<file path="config.mk">
export PLATFORM = sky130hd
export DESIGN_NAME = wide_alu_seq
export DESIGN_NICKNAME = d
export VERILOG_FILES = /design/src/rtl/wide_alu_seq.sv
export SDC_FILE = /design/constraint.sdc
export NUM_CORES = 1
export LEC_CHECK = 0
export BUFFER_PORTS_ARGS = -buffer_cell sky130_fd_sc_hd__buf_2
export CAP_MARGIN = 20
export CORE_MARGIN = 2
export CORE_UTILIZATION = 47
export CTS_CLUSTER_DIAMETER = 120
export DETAILED_ROUTE_END_ITERATION = 10
export PLACE_DENSITY = 0.75
export SYNTH_ARGS = -nofsm -noshare
export SYNTH_HDL_FRONTEND = slang
export SYNTH_SLANG_ARGS = --single-unit
</file>
<file path="constraint.sdc">
create_clock -name clk -period 5.34 [get_ports clk]
set_clock_uncertainty 0.15 [all_clocks]
set_input_delay 0.267 -clock clk [delete_from_list [all_inputs] [get_ports clk]]
set_output_delay 0.267 -clock clk [all_outputs]
set_load 0.02 [all_outputs]
</file>
<file path="src/rtl/wide_alu_seq.sv">
// -----------------------------------------------------------------------------
// wide_alu_seq
//
// Runs 8*NBYTES-bit ADD / AND / OR / XOR / SHL operations through an external
// 8-bit combinational ALU. One byte is processed per cycle, LSB byte first,
// and the ALU carry is chained from byte to byte. A start/busy/done handshake
// tells the caller when the wide result is ready.
//
// Parameters:
//   NBYTES   operand width in bytes (>= 2)
//   ALU_ADD  ALU opcode for add-with-carry (5'h07)
//   ALU_AND  ALU opcode for bitwise AND    (5'h04)
//   ALU_OR   ALU opcode for bitwise OR     (5'h03)
//   ALU_XOR  ALU opcode for bitwise XOR    (5'h02)
//
// Ports:
//   clk          in   rising-edge clock
//   rst          in   asynchronous active-high reset
//   start        in   operation request, sampled only while idle
//   op[2:0]      in   0=ADD 1=AND 2=OR 3=XOR 4=SHL, 5..7 are ignored
//   a_in, b_in   in   wide operands (b_in is not used by SHL)
//   cin          in   carry-in for ADD, shift-in bit for SHL
//   busy         out  an operation is in progress
//   done         out  one-cycle pulse; result/cout/zero are valid
//   result       out  wide result, held until the next accepted start
//   cout         out  final carry (ADD) or shifted-out bit (SHL), 0 for logic ops
//   zero         out  result == 0
//   alu_a/alu_b  out  byte operands to the ALU
//   alu_op       out  ALU opcode
//   alu_sc_in    out  carry into the ALU
//   alu_out      in   ALU byte result
//   alu_sc_out   in   ALU carry-out
//   alu_zero     in   ALU zero flag (not used here)
//
// Build option:
//   WIDE_ALU_SEQ_FAST_DONE_EN  removes the DONE state. done, cout and zero are
//   updated on the edge that writes the last byte, and the FSM goes straight
//   back to idle.
// -----------------------------------------------------------------------------
module wide_alu_seq #(
  parameter int         NBYTES  = 2,
  parameter logic [4:0] ALU_ADD = 5'h07,
  parameter logic [4:0] ALU_AND = 5'h04,
  parameter logic [4:0] ALU_OR  = 5'h03,
  parameter logic [4:0] ALU_XOR = 5'h02
) (
  input  logic                clk,
  input  logic                rst,
  input  logic                start,
  input  logic [2:0]          op,
  input  logic [8*NBYTES-1:0] a_in,
  input  logic [8*NBYTES-1:0] b_in,
  input  logic                cin,
  output logic                busy,
  output logic                done,
  output logic [8*NBYTES-1:0] result,
  output logic                cout,
  output logic                zero,
  output logic [7:0]          alu_a,
  output logic [7:0]          alu_b,
  output logic [4:0]          alu_op,
  output logic                alu_sc_in,
  input  logic [7:0]          alu_out,
  input  logic                alu_sc_out,
  input  logic                alu_zero
);

  localparam int W    = 8 * NBYTES;
  localparam int IDXW = (NBYTES > 1) ? $clog2(NBYTES) : 1;
  localparam logic [IDXW-1:0] LAST_IDX = IDXW'(NBYTES - 1);

  localparam logic [2:0] OP_ADD = 3'd0;
  localparam logic [2:0] OP_AND = 3'd1;
  localparam logic [2:0] OP_OR  = 3'd2;
  localparam logic [2:0] OP_XOR = 3'd3;
  localparam logic [2:0] OP_SHL = 3'd4;

  localparam logic [1:0] S_IDLE = 2'd0;
  localparam logic [1:0] S_RUN  = 2'd1;
`ifndef WIDE_ALU_SEQ_FAST_DONE_EN
  localparam logic [1:0] S_DONE = 2'd2;
`endif

  logic [1:0]      state_q,  state_d;
  logic [W-1:0]    a_q,      a_d;
  logic [W-1:0]    b_q,      b_d;
  logic [2:0]      op_q,     op_d;
  logic [IDXW-1:0] idx_q,    idx_d;
  logic            carry_q,  carry_d;
  logic [W-1:0]    result_q, result_d;
  logic            cout_q,   cout_d;
  logic            zero_q,   zero_d;
  logic            done_q,   done_d;

  logic [7:0] a_byte;
  logic [7:0] b_byte;
  logic       op_is_arith;

  // The ALU zero flag is not needed: zero is computed over the whole result.
  logic unused_alu_zero;
  assign unused_alu_zero = alu_zero;

  assign a_byte      = a_q[{idx_q, 3'b000} +: 8];
  assign b_byte      = b_q[{idx_q, 3'b000} +: 8];
  // Only ADD and SHL chain carry between bytes; logic ops always restart at 0.
  assign op_is_arith = (op_q == OP_ADD) || (op_q == OP_SHL);

  // ALU drive: active only while running, quiet (all zero) otherwise.
  always_comb begin
    alu_a     = 8'h00;
    alu_b     = 8'h00;
    alu_op    = 5'h00;
    alu_sc_in = 1'b0;
    if (state_q == S_RUN) begin
      alu_a     = a_byte;
      alu_sc_in = carry_q;
      case (op_q)
        OP_ADD: begin alu_b = b_byte; alu_op = ALU_ADD; end
        OP_AND: begin alu_b = b_byte; alu_op = ALU_AND; end
        OP_OR:  begin alu_b = b_byte; alu_op = ALU_OR;  end
        OP_XOR: begin alu_b = b_byte; alu_op = ALU_XOR; end
        // A + A + carry is a one-bit left shift with carry as the shift-in bit.
        OP_SHL: begin alu_b = a_byte; alu_op = ALU_ADD; end
        default: ;
      endcase
    end
  end

  // Next-state logic.
  always_comb begin
    // NOTE: every _d starts from its _q (done from 0) so no path leaves a
    // variable unassigned, which would otherwise infer a latch.
    state_d  = state_q;
    a_d      = a_q;
    b_d      = b_q;
    op_d     = op_q;
    idx_d    = idx_q;
    carry_d  = carry_q;
    result_d = result_q;
    cout_d   = cout_q;
    zero_d   = zero_q;
    done_d   = 1'b0;

    case (state_q)
      S_IDLE: begin
        if (start && (op <= OP_SHL)) begin
          a_d     = a_in;
          b_d     = b_in;
          op_d    = op;
          idx_d   = '0;
          carry_d = ((op == OP_ADD) || (op == OP_SHL)) ? cin : 1'b0;
          state_d = S_RUN;
        end
      end

      S_RUN: begin
        // NOTE: blocking assignments here let result_d and carry_d be reused
        // below in the same pass to build the final flags.
        result_d[{idx_q, 3'b000} +: 8] = alu_out;
        carry_d = op_is_arith ? alu_sc_out : 1'b0;
        if (idx_q == LAST_IDX) begin
          idx_d = '0;
`ifdef WIDE_ALU_SEQ_FAST_DONE_EN
          done_d  = 1'b1;
          cout_d  = carry_d;
          zero_d  = (result_d == '0);
          state_d = S_IDLE;
`else
          state_d = S_DONE;
`endif
        end else begin
          idx_d = idx_q + 1'b1;
        end
      end

`ifndef WIDE_ALU_SEQ_FAST_DONE_EN
      S_DONE: begin
        done_d  = 1'b1;
        cout_d  = carry_q;
        zero_d  = (result_q == '0);
        state_d = S_IDLE;
      end
`endif

      default: state_d = S_IDLE;
    endcase
  end

  // NOTE: every register, operands included, is cleared by the asynchronous
  // reset so a partial operation leaves nothing behind; state uses <= only.
  always_ff @(posedge clk or posedge rst) begin
    if (rst) begin
      state_q  <= S_IDLE;
      a_q      <= '0;
      b_q      <= '0;
      op_q     <= '0;
      idx_q    <= '0;
      carry_q  <= 1'b0;
      result_q <= '0;
      cout_q   <= 1'b0;
      zero_q   <= 1'b0;
      done_q   <= 1'b0;
    end else begin
      state_q  <= state_d;
      a_q      <= a_d;
      b_q      <= b_d;
      op_q     <= op_d;
      idx_q    <= idx_d;
      carry_q  <= carry_d;
      result_q <= result_d;
      cout_q   <= cout_d;
      zero_q   <= zero_d;
      done_q   <= done_d;
    end
  end

  assign busy   = (state_q != S_IDLE);
  assign done   = done_q;
  assign result = result_q;
  assign cout   = cout_q;
  assign zero   = zero_q;

endmodule
</file>
==> impl_metrics.yaml <==
status:
  outcome: "complete, but fails checks"
  violations: "negative hold slack"
synth:
  postSynthCellCount: 192
  commonest_cells_in_the_synthesized_netlist: "58 x sky130_fd_sc_hd__dfrtp_1, 28 x sky130_fd_sc_hd__mux2_4, 23 x sky130_fd_sc_hd__mux2_2, 17 x sky130_fd_sc_hd__mux2i_1, 13 x sky130_fd_sc_hd__nor2_1"
  yosysTopAreaCellShare: 0.533
  synth_top_cell_by_area: "sky130_fd_sc_hd__dfrtp_1"
  yosys_warnings: 0
  ys_dominant_reg_cell: "sky130_fd_sc_hd__dfrtp_1"
  seq_area_frac_synth: 0.533
  ys_async_sr_fraction: 1.00
  synth_enable_flop_cells: 0
  syn_avg_cell_area_sq_um: 14.2
  netlist-cell-type-count: 34
  post_synth_instance_area_sq_um: 2720
  synthMostInstantiatedCell: "sky130_fd_sc_hd__dfrtp_1"
  yosys-top-cells-area: "sky130_fd_sc_hd__dfrtp_1 53%, sky130_fd_sc_hd__mux2_4 15%, sky130_fd_sc_hd__mux2_2 9.5%"
  yosys_register_bits: 58
global_route:
  globalRouteOverflowTotal: 0
  grt_pass1_vias: 1904
  grt_max_degree: 59
  grt_first_pass_wirelength_microns: 9010
  antenna_found_initial: 0
  track_usage: 0.188
sta:
  timing_worst_slew_pin_value_ns: 1.02
  max-slew-margin-rel: 0.322
  final-hold-violation-count: 27
  report.final.slew_viol_count: 0
  finalCriticalPeriod_ns: 2.59
  setup-tns-final_ns: 0
  setup_viol_count_final: 0
  achievable-frequency_mhz: 386
  grt_setup_unrepaired: "false"
  whs_ns: -0.0231
  final_min_period_over_clock_period: 0.485
detailed_routing:
  wirelength_microns: 5610
  route.detailed.vias_per_inst: 5.28
  dr.first_iter.drc_count: 67
  ant_nets: 0
  avgRoutedWirePerCell_microns: 15.6
  post-route-drc-count: 0
  drt-pass1-iter-count: 4
  vias: 1901
clocking:
  numCtsBuffers: 9
  number_of_gates_resized_after_cts: 0
  cts.reportedPaths.clkPinSlew_ns: 0.06
  cts_hold_repair.buffers: 0
  worstSkewPairLatency_ns: 0.33
  tritoncts: "done"
  cts_max_level: 3
  post_cts.repair.setup_buffers: 0
  clk_root_buffer_cell: "sky130_fd_sc_hd__clkbuf_8"
  clock-sinks: 58
  clk_path_buf_depth: 2
pwr:
  power_per_cell_area_nw_per_um2: 664
  vdd_drop_max_mv: 0.324
  p_int_uw: 1440
  net-switching-power_uw: 832
  swShare: 0.367
  power_leakage_uw: 0.00173
  combPwrFrac: 0.433
  clockPowerShare: 0.198
  power.sequential.fraction: 0.369
floorplanning:
  floorplan.initialDensity: 0.491
  die-height_microns: 80.1
  die_w_microns: 80.1
  floorplan.core_area_sq_um: 5540
  die_area_sq_um: 6410
  rows: 27
  io_pins: 91
final_layout:
  nNetsFinal: 333
  final_design_area_no_fill_sq_um: 3420
  synthToLayoutAreaGrowth_pct: 25.5
  multi_input_area_sq_um: 1150
  antenna_cells: 0
  ratio_of_cells_with_drive_above_1_in_the_final_layout: 0.549
  fillers: 473
  seq_area_sq_um: 1450
  fin_util: 0.617
job:
  max-cap-violations: 0
worst_setup_path:
  worstSetupPathType: "flip-flop to output pin"
  reg2reg_setup_slack_ns: 2.98
  cp_data_arrival_time_ns: 2.17
  critical_path.max_fanout: 21
  critPathCaptureType: "output pin"
  timing.critical_path.required_ns: 4.92
  crit_path_start_kind: "flip-flop"
placement:
  place_hpwl_microns: 3960
  place_congestion: 0.754
  detailed_place.area_sq_um: 3160
  buffer_ports.inserted: 87
hold_path:
  hold_path_class: "input port to async pin"
==> worst max-delay path, cell delays in order, from the launching register on <==
cell and delay (ns):
sky130_fd_sc_hd__dfrtp_1 1.01, sky130_fd_sc_hd__mux2i_1 0.26, sky130_fd_sc_hd__o32ai_1 0.34, sky130_fd_sc_hd__buf_2 0.23
==> cells by family after synthesis <==
| kind of cell | synth area share |
|---|---|
| AOI/OAI and AO/OA | 0.0515 |
| and+or+nand+nor | 0.0575 |
| buffers and inverters | 0.0441 |
| DFF | 0.533 |
| other | 0.00138 |
| muxes | 0.312 |
==> flip-flops by register name, indices dropped and copies added, names as in the netlist <==
register	cells
carry_q	1
op_q	3
cout	1
a_q	16
idx_q	1
state_q	2
done	1
b_q	16
result	16
zero	1
==> power groups by stage <==
stage               sequential, uW  combinational (uW)  clock, uW
finish                         838                 982        449
global route                   872                1060        478
CTS                            839                 987        457
detailed placement             843                 984          0
global placement               832                 966          0
floorplan                      860                 700          0
==> final cells by class <==
| class | instances | share of cell area |
|---|---|---|
| Inverter | 5 | 0.00549 |
| Timing Repair Buffer | 91 | 0.141 |
| Sequential cell | 58 | 0.425 |
| Clock buffer | 13 | 0.0465 |
| Tap cell | 72 | 0.0264 |
| Clock inverter | 2 | 0.0176 |
| Multi-Input combinational cell | 119 | 0.338 |
==> cells in the final DEF, fill, tap and decap left out <==
cell type / Yosys / routed
sky130_fd_sc_hd__bufinv_16: 0 / 2
sky130_fd_sc_hd__o211ai_1: 1 / 1
sky130_fd_sc_hd__nor4bb_1: 1 / 1
sky130_fd_sc_hd__nor2_1: 13 / 13
sky130_fd_sc_hd__o21ai_0: 4 / 4
sky130_fd_sc_hd__o32ai_1: 7 / 7
sky130_fd_sc_hd__inv_2: 0 / 1
sky130_fd_sc_hd__o21a_1: 1 / 1
sky130_fd_sc_hd__mux2i_1: 17 / 17
sky130_fd_sc_hd__a211oi_1: 1 / 1
sky130_fd_sc_hd__or3b_2: 1 / 1
sky130_fd_sc_hd__dfrtp_1: 58 / 58
sky130_fd_sc_hd__buf_4: 2 / 1
sky130_fd_sc_hd__conb_1: 1 / 2
sky130_fd_sc_hd__clkbuf_8: 0 / 11
sky130_fd_sc_hd__mux2_2: 23 / 23
sky130_fd_sc_hd__and2_1: 1 / 1
sky130_fd_sc_hd__inv_1: 5 / 4
sky130_fd_sc_hd__nand2b_1: 1 / 1
sky130_fd_sc_hd__clkbuf_1: 3 / 2
sky130_fd_sc_hd__nor2b_1: 1 / 1
sky130_fd_sc_hd__dlygate4sd3_1: 0 / 2
sky130_fd_sc_hd__nand2_1: 2 / 2
sky130_fd_sc_hd__o22a_1: 1 / 1
sky130_fd_sc_hd__or2_2: 1 / 2
sky130_fd_sc_hd__nand4_1: 1 / 1
sky130_fd_sc_hd__a21oi_1: 4 / 4
sky130_fd_sc_hd__or3b_4: 1 / 1
sky130_fd_sc_hd__buf_2: 1 / 87
sky130_fd_sc_hd__mux2_4: 28 / 28
sky130_fd_sc_hd__nor4_1: 4 / 4
sky130_fd_sc_hd__o21bai_1: 1 / 1
sky130_fd_sc_hd__and2b_1: 1 / 1
sky130_fd_sc_hd__buf_12: 2 / 1
==> layer usage <==
layer,track usage,part of all wire
met5,0,0
met4,0.0763,0.012
met1,0.237,0.44
met3,0.0674,0.074
met2,0.295,0.47
==> metrics by stage <==
stage	std cells	setup WS (ns)	total power, uW
global placement	342	3.04	1800
finish	360	2.75	2270
global route	360	2.61	2410
detailed placement	342	3.00	1830
floorplan	193	3.26	1560
CTS	357	2.70	2280
==> path summary, 6_finish.rpt <==
kind                                        start  cells past startpoint                    end
setup / recovery                idx_q$_DFFE_PP0P_                      3               alu_b[0]
hold / removal                                rst                      3     a_q[6]$_DFFE_PP0P_
setup reg to reg           state_q[1]$_DFFE_PP0P_                      3  result[7]$_DFFE_PP0P_
hold reg to reg               a_q[11]$_DFFE_PP0P_                      1    a_q[11]$_DFFE_PP0P_
max in group asynchronous                     rst                      3    carry_q$_DFFE_PP0P_
min in group clk                          a_in[7]                      2     a_q[7]$_DFFE_PP0P_
No activity file was read; power rests on OpenSTA's default activity.
